--- config.mk ---
export PLATFORM = sky130hd
export DESIGN_NAME = ghost_array_ctrl
export DESIGN_NICKNAME = d
export VERILOG_FILES = /design/src/rtl/ghost_array_ctrl.sv
export SDC_FILE = /design/constraint.sdc
export NUM_CORES = 1
export LEC_CHECK = 0
export ABC_AREA = 1
export CAP_MARGIN = 20
export CORE_MARGIN = 2
export CORE_UTILIZATION = 40
export DETAILED_ROUTE_END_ITERATION = 10
export PLACE_DENSITY = 0.64
export SETUP_SLACK_MARGIN = 0.5
export SLEW_MARGIN = 25
export SYNTH_ARGS = -nofsm -noshare
export SYNTH_HDL_FRONTEND = slang
export SYNTH_SLANG_ARGS = --single-unit
--- constraint.sdc ---
create_clock -name clk -period 7.3 [get_ports clk]
set_input_delay 2.19 -clock clk [delete_from_list [all_inputs] [get_ports clk]]
set_output_delay 2.19 -clock clk [all_outputs]
set_load 0.02 [all_outputs]
--- src/rtl/ghost_array_ctrl.sv ---
// ghost_array_ctrl: multi-ghost movement engine. On each accepted tick it
// sweeps the ghosts one at a time, ranks four candidate headings per ghost,
// probes each against an external wall map (one-cycle read latency) and
// commits the first free step, raising a one-cycle catch pulse when the
// committed position lands within the catch radius of the pacman.
module ghost_array_ctrl #(
  parameter int NUM_GHOSTS = 4,
  parameter int X_W        = 10,
  parameter int Y_W        = 9,
  parameter int STEP       = 1,
  parameter int X_MIN      = 0,
  parameter int X_MAX      = 639,
  parameter int Y_MIN      = 0,
  parameter int Y_MAX      = 479,
  parameter int INIT_X     = 200,
  parameter int INIT_DX    = 40,
  parameter int INIT_Y     = 146,
  parameter int HIT_R      = 8
) (
  input  logic                      clk,
  input  logic                      rst,
  input  logic                      tick,
  input  logic                      frighten,
  input  logic [X_W-1:0]            pac_x,
  input  logic [Y_W-1:0]            pac_y,
  output logic                      wall_req,
  output logic [X_W-1:0]            wall_x,
  output logic [Y_W-1:0]            wall_y,
  input  logic                      wall_hit,
  output logic [NUM_GHOSTS*X_W-1:0] ghost_x,
  output logic [NUM_GHOSTS*Y_W-1:0] ghost_y,
  output logic [NUM_GHOSTS*2-1:0]   ghost_dir,
  output logic                      busy,
  output logic [NUM_GHOSTS-1:0]     caught
);

  // FSM encoding
  localparam logic [2:0] S_IDLE   = 3'd0;
  localparam logic [2:0] S_PICK   = 3'd1;
  localparam logic [2:0] S_PROBE  = 3'd2;
  localparam logic [2:0] S_WAIT   = 3'd3;
  localparam logic [2:0] S_COMMIT = 3'd4;
  localparam logic [2:0] S_NEXT   = 3'd5;

  // Heading encoding; reversing a heading is just flipping bit 0
  localparam logic [1:0] D_RIGHT = 2'd0;
  localparam logic [1:0] D_LEFT  = 2'd1;
  localparam logic [1:0] D_DOWN  = 2'd2;
  localparam logic [1:0] D_UP    = 2'd3;

  localparam int IDX_W = (NUM_GHOSTS > 1) ? $clog2(NUM_GHOSTS) : 1;
  localparam logic [IDX_W-1:0] LAST_IDX = IDX_W'(NUM_GHOSTS - 1);

  // Signed coordinate widths: sign bit plus a guard bit so a step past
  // either edge is represented exactly and never wraps.
  localparam int XS = X_W + 2;
  localparam int YS = Y_W + 2;
  localparam int MW = ((X_W > Y_W) ? X_W : Y_W) + 2;

  localparam logic signed [XS-1:0] STEP_X = XS'(STEP);
  localparam logic signed [YS-1:0] STEP_Y = YS'(STEP);
  localparam logic signed [XS-1:0] XMIN_S = XS'(X_MIN);
  localparam logic signed [XS-1:0] XMAX_S = XS'(X_MAX);
  localparam logic signed [YS-1:0] YMIN_S = YS'(Y_MIN);
  localparam logic signed [YS-1:0] YMAX_S = YS'(Y_MAX);
  localparam logic [MW-1:0]        HIT_M  = MW'(HIT_R);

  function automatic logic [1:0] f_rev(input logic [1:0] d);
    return {d[1], ~d[0]};
  endfunction

  function automatic logic [MW-1:0] f_absdiff(input logic [MW-1:0] a,
                                              input logic [MW-1:0] b);
    return (a > b) ? (a - b) : (b - a);
  endfunction

  // Control state
  logic [2:0]       r_state;
  logic [IDX_W-1:0] r_idx;
  logic [1:0]       r_k;
  logic             r_busy;
  logic             r_wall_req;
  logic [NUM_GHOSTS-1:0] r_caught;

  // Ghost state
  logic [X_W-1:0] r_gx [NUM_GHOSTS];
  logic [Y_W-1:0] r_gy [NUM_GHOSTS];
  logic [1:0]     r_gd [NUM_GHOSTS];

  // Sweep datapath
  logic [X_W-1:0]  r_px;
  logic [Y_W-1:0]  r_py;
  logic            r_fr;
  logic [3:0][1:0] r_cand;
  logic [X_W-1:0]  r_wall_x;
  logic [Y_W-1:0]  r_wall_y;
  logic            r_probe_ok;
  logic [1:0]      r_pdir;
  logic [X_W-1:0]  r_nx;
  logic [Y_W-1:0]  r_ny;
  logic [1:0]      r_nd;

  logic [X_W-1:0]        w_gx;
  logic [Y_W-1:0]        w_gy;
  logic [1:0]            w_gd;
  logic signed [XS-1:0]  w_dx;
  logic signed [YS-1:0]  w_dy;
  logic [XS-1:0]         w_ax;
  logic [YS-1:0]         w_ay;
  logic                  w_x_major;
  logic [1:0]            w_tx;
  logic [1:0]            w_ty;
  logic [1:0]            w_c0;
  logic [1:0]            w_c1;
  logic [1:0]            w_c2;
  logic [1:0]            w_c3;
  logic [1:0]            w_k_nxt;
  logic [1:0]            w_pdir;
  logic signed [XS-1:0]  w_sx;
  logic signed [YS-1:0]  w_sy;
  logic                  w_ok;
  logic [X_W-1:0]        w_probe_x;
  logic [Y_W-1:0]        w_probe_y;
  logic                  w_free;
  logic                  w_probe_start;
  logic                  w_catch;

  assign w_gx = r_gx[r_idx];
  assign w_gy = r_gy[r_idx];
  assign w_gd = r_gd[r_idx];

  // Candidate ranking for the ghost being processed (used in PICK)
  always_comb begin
    w_dx      = $signed({2'b00, r_px}) - $signed({2'b00, w_gx});
    w_dy      = $signed({2'b00, r_py}) - $signed({2'b00, w_gy});
    w_ax      = w_dx[XS-1] ? XS'(-w_dx) : XS'(w_dx);
    w_ay      = w_dy[YS-1] ? YS'(-w_dy) : YS'(w_dy);
    w_x_major = (MW'(w_ax) >= MW'(w_ay));
    w_tx      = w_dx[XS-1] ? D_LEFT : D_RIGHT;
    w_ty      = w_dy[YS-1] ? D_UP   : D_DOWN;
    w_c0      = w_x_major ? w_tx : w_ty;
    w_c1      = w_x_major ? w_ty : w_tx;
    if (r_fr) begin
      w_c0 = f_rev(w_c0);
      w_c1 = f_rev(w_c1);
    end
    w_c2 = w_gd;
    w_c3 = f_rev(w_gd);
  end

  assign w_k_nxt       = r_k + 2'd1;
  assign w_free        = r_probe_ok & ~wall_hit;
  assign w_probe_start = (r_state == S_PICK) ||
                         ((r_state == S_WAIT) && !w_free && (r_k != 2'd3));
  assign w_pdir        = (r_state == S_PICK) ? w_c0 : r_cand[w_k_nxt];

  // Step address for the next probe, with exact range check
  always_comb begin
    w_sx = $signed({2'b00, w_gx});
    w_sy = $signed({2'b00, w_gy});
    case (w_pdir)
      D_RIGHT: w_sx = $signed({2'b00, w_gx}) + STEP_X;
      D_LEFT:  w_sx = $signed({2'b00, w_gx}) - STEP_X;
      D_DOWN:  w_sy = $signed({2'b00, w_gy}) + STEP_Y;
      default: w_sy = $signed({2'b00, w_gy}) - STEP_Y;
    endcase
    w_ok      = (w_sx >= XMIN_S) && (w_sx <= XMAX_S) &&
                (w_sy >= YMIN_S) && (w_sy <= YMAX_S);
    w_probe_x = w_ok ? w_sx[X_W-1:0] : w_gx;
    w_probe_y = w_ok ? w_sy[Y_W-1:0] : w_gy;
  end

  assign w_catch = (f_absdiff(MW'(r_nx), MW'(r_px)) < HIT_M) &&
                   (f_absdiff(MW'(r_ny), MW'(r_py)) < HIT_M);

  // Sweep sequencer: tick acceptance, probe retries, ghost index, pulses
  always_ff @(posedge clk or posedge rst) begin
    if (rst) begin
      r_state    <= S_IDLE;
      r_idx      <= '0;
      r_k        <= '0;
      r_busy     <= 1'b0;
      r_wall_req <= 1'b0;
      r_caught   <= '0;
    end else begin
      r_wall_req <= 1'b0;
      r_caught   <= '0;
      case (r_state)
        S_IDLE: begin
          if (tick) begin
            r_idx   <= '0;
            r_busy  <= 1'b1;
            r_state <= S_PICK;
          end
        end
        S_PICK: begin
          r_k        <= '0;
          r_wall_req <= 1'b1;
          r_state    <= S_PROBE;
        end
        S_PROBE: r_state <= S_WAIT;
        S_WAIT: begin
          if (w_free || (r_k == 2'd3)) begin
            r_state <= S_COMMIT;
          end else begin
            r_k        <= w_k_nxt;
            r_wall_req <= 1'b1;
            r_state    <= S_PROBE;
          end
        end
        S_COMMIT: begin
          if (w_catch) r_caught[r_idx] <= 1'b1;
          r_state <= S_NEXT;
        end
        S_NEXT: begin
          if (r_idx == LAST_IDX) begin
            r_busy  <= 1'b0;
            r_state <= S_IDLE;
          end else begin
            r_idx   <= r_idx + 1'b1;
            r_state <= S_PICK;
          end
        end
        default: r_state <= S_IDLE;
      endcase
    end
  end

  // Ghost position/heading file: only the indexed ghost changes, on COMMIT
  always_ff @(posedge clk or posedge rst) begin
    if (rst) begin
      for (int i = 0; i < NUM_GHOSTS; i++) begin
        r_gx[i] <= X_W'(INIT_X + i * INIT_DX);
        r_gy[i] <= Y_W'(INIT_Y);
        r_gd[i] <= D_RIGHT;
      end
    end else if (r_state == S_COMMIT) begin
      for (int i = 0; i < NUM_GHOSTS; i++) begin
        if (r_idx == IDX_W'(i)) begin
          r_gx[i] <= r_nx;
          r_gy[i] <= r_ny;
          r_gd[i] <= r_nd;
        end
      end
    end
  end

  // Latched sweep inputs, candidate list, probe address and chosen move
  always_ff @(posedge clk) begin
    if ((r_state == S_IDLE) && tick) begin
      r_px <= pac_x;
      r_py <= pac_y;
      r_fr <= frighten;
    end
    if (r_state == S_PICK) r_cand <= {w_c3, w_c2, w_c1, w_c0};
    if (w_probe_start) begin
      r_wall_x   <= w_probe_x;
      r_wall_y   <= w_probe_y;
      r_probe_ok <= w_ok;
      r_pdir     <= w_pdir;
    end
    if (r_state == S_WAIT) begin
      if (w_free) begin
        r_nx <= r_wall_x;
        r_ny <= r_wall_y;
        r_nd <= r_pdir;
      end else begin
        r_nx <= w_gx;
        r_ny <= w_gy;
        r_nd <= w_gd;
      end
    end
  end

  // Flatten the ghost file onto the packed output buses
  always_comb begin
    ghost_x   = '0;
    ghost_y   = '0;
    ghost_dir = '0;
    for (int i = 0; i < NUM_GHOSTS; i++) begin
      ghost_x[i*X_W +: X_W] = r_gx[i];
      ghost_y[i*Y_W +: Y_W] = r_gy[i];
      ghost_dir[i*2 +: 2]   = r_gd[i];
    end
  end

  assign wall_req = r_wall_req;
  assign wall_x   = r_wall_x;
  assign wall_y   = r_wall_y;
  assign busy     = r_busy;
  assign caught   = r_caught;

endmodule

==> impl_results.md <==
- Slowest stage delay, CP: 580 ps
- Share of layout cells above drive strength 1: 0.06581
- Clock Tree Root: clkbuf_16
- Max-slew violations: 0
- Vias: 10153
- Initial antenna violation count: 0
- Actual slew at the worst max-slew pin: 1016 ps
- CP endpoint kind: flop
- Area grow syn2layout: 20.00%
- Post-Synthesis Cells: 1494
- Seq/Total Area, Yosys: 0.4002
- Arrival time at the worst endpoint: 6400 ps
- Critical path's slowest cell: dfrtp_4
- 1st-iter DRT viols: 1011
- Ys Warns: 0
- Fin Setup TNS: 0 ps
- Synth top area cells: edfxtp_1 18%, dfrtp_1 16%, nand2_1 16%
- I/O Buffers: 132
- Area leader, netlist: edfxtp_1
- PnR worst setup slack: 1088 ps
- Overall Global Routing Usage: 0.2134
- Worst-Skew Late Latency: 430 ps
- Initial core utilization: 0.4079
- RePlAce Congestion: 0.9088
- Total gr overflow: 0
- Async SR Flop Fraction: 0.5808
- Period utilization: 0.8510
- Place WS: 447.5 ps
- Area occupied by multi-input gates: 0.005867 mm^2
- Layout Nets: 1718
- WL final: 32.34 mm
- Setup Buffers After CTS: 0
- FF+latch area: 0.004563 mm^2
- WL/cell: 16.14 um
- Crit path launch type: flop
- Max Cap Viol: 0
- Hold Crit Class: flop to flop
- Synth cell types: 43
- Drt pass-1 iters: 8
- Most frequent cell after synthesis: nand2_1
- Minimum clock period: 6212 ps
- Reg clk slew, reported paths: 70 ps
- Worst setup path class: flop to flop
- Die height: 172.8 um
- Required @ worst endpoint: 7490 ps
- CP Max Fanout: 30
- Syn Nets: 1599
- Placed insts: 1971
- Die width: 172.8 um
- Number of global-route vias before repair: 9412
- Die Area: 0.02985 mm^2
- Max Clk Rate: 0.1610 GHz
- Clock sink total: 167
- Mapped Area: 0.01139 mm^2
- Dpl hpwl: 25.00 mm
- TritonCTS clock tree: done
- EDFF count, synth: 70
- Predominant post-synthesis flop cell: dfrtp_1
- Inserted Clock Buffers: 17
- Area post-placement: 0.01304 mm^2
- Final count of negative-setup-slack endpoints: 0
- Rows: 61
- Drt drc: 0
- ANT nets after route: 0
- Non-Filler Instances: 2004
- Run status: finished clean
- First-pass GRT wire length: 50.88 mm
- CTS Hold Bufs: 0
- Fin. Hold Viols: 0
- Most common cell on crit path: nand2_1
- Final Skew: 13.78 ps
- Core Region: 0.02793 mm^2
- #FFs+latches synth: 167
- Rel. slew slack: 0.3194
- Top cells by count, synth: 479 x nand2_1, 181 x inv_1, 147 x o21ai_0
- Vias per Instance: 5.066
- Antenna diodes: 0
- H-tree lvl count: 4
- Syn Area/Cell: 7.626 um^2
- Reg2Reg Setup Slack: 1090 ps
- I/O pin total: 133
- Unrepaired setup endpoints after global routing: false
- Share of the synthesized area in the top cell type: 0.1845
- Fillers: 2773
- Largest net degree at the start of global routing: 68
- Max clock buf depth: 2
- Final instance area: 0.01367 mm^2
cells by family after synthesis:
| kind of cell | after synthesis | synth area share |
|---|---|---|
| buffers and inverters | 242 | 0.08906 |
| xor gates and xnor gates | 73 | 0.05612 |
| and+or+nand+nor | 709 | 0.2591 |
| DFF | 167 | 0.4002 |
| muxes | 2 | 0.001867 |
| AOI/OAI and AO/OA | 219 | 0.1031 |
| other | 1 | 0.0003291 |
| adders and majority gates | 81 | 0.09027 |
stage by stage:
step	hold WS, ps	utilization
4_1_cts	508.9	0.4879
3_5_place_dp	496.4	0.4668
6_report	502.3	0.4894
3_3_place_gp	473.2	0.4668
5_1_grt	518.4	0.4894
2_1_floorplan	457.0	-
routing by layer:
layer  share of wire  global-route usage  vias to the layer above
met5               0                   0                        -
met4           0.011             0.05085                        0
met3           0.050             0.02639                       22
met2            0.45              0.3368                      311
met1            0.49              0.3123                     4737
li1                -                   -                     5083
timing repair:
action / in CTS / in global routing
setup endpoints to repair: 19 / 20
cloned: 0 / 1
resized for setup: 1 / 8
worst paths after layout:
path / to / depth (start not counted) / startpoint
min: busy / 2 / busy
min in group asynchronous: ghost_dir[4] / 2 / rst
max reg2reg: wall_y[7] / 35 / r_idx[0]
min reg2reg: busy / 2 / busy
max: wall_y[7] / 35 / r_idx[0]
max in group asynchronous: ghost_x[4] / 3 / rst
worst max-delay path, delay by kind of cell, from the launching register on:
kind / cells / cell delay, ps
AOI/OAI and AO/OA: 2 / 510
adders and majority gates: 3 / 890
DFF: 1 / 580
and+or+nand+nor: 23 / 2780
buffers and inverters: 5 / 760
xor gates and xnor gates: 2 / 420
placed cells by master (no fill, tap or decap), types with 2 or more instances in the layout:
cell / n
nand4_1: 37
clkinv_2: 2
nand3_1: 83
dfrtp_1: 72
a21oi_1: 43
nand2_1: 478
dfstp_2: 24
nor2_1: 75
fa_1: 2
or2_2: 2
nor4_1: 3
inv_8: 3
inv_1: 179
nand3b_1: 2
nand3_4: 3
nor2_2: 3
inv_2: 9
o31ai_1: 2
o21ai_0: 147
nor3_1: 13
clkbuf_16: 18
clkdlybuf4s50_1: 132
buf_4: 19
xor2_1: 64
inv_4: 3
nand2_2: 8
a21o_1: 3
inv_6: 5
xnor2_1: 9
o21bai_1: 6
a221oi_1: 3
edfxtp_1: 70
ha_1: 79
o211ai_1: 8
a211oi_1: 2
flip-flops by register name, indices dropped and copies added, names as in the netlist:
register / count
ghost_x: 40
ghost_y: 36
r_nx: 10
r_px: 10
wall_x: 10
r_ny: 9
r_py: 9
wall_y: 9
ghost_dir: 8
r_cand: 7
caught: 4
r_state: 3
r_idx: 2
r_k: 2
r_nd: 2
r_pdir: 2
busy: 1
r_fr: 1
r_probe_ok: 1
wall_req: 1
area by class of cell:
type / instances / share of cell area
multi-input combinational: 1086 / 0.4291
sequential: 167 / 0.3338
timing repair buffer: 151 / 0.1071
inverter: 190 / 0.05280
tap: 378 / 0.03459
clock buffer: 19 / 0.03322
clock inverter: 13 / 0.009426
Power is left out: the tool's default activity adds up to more than one toggle a clock period on the data nets, which glitch-free logic cannot reach.
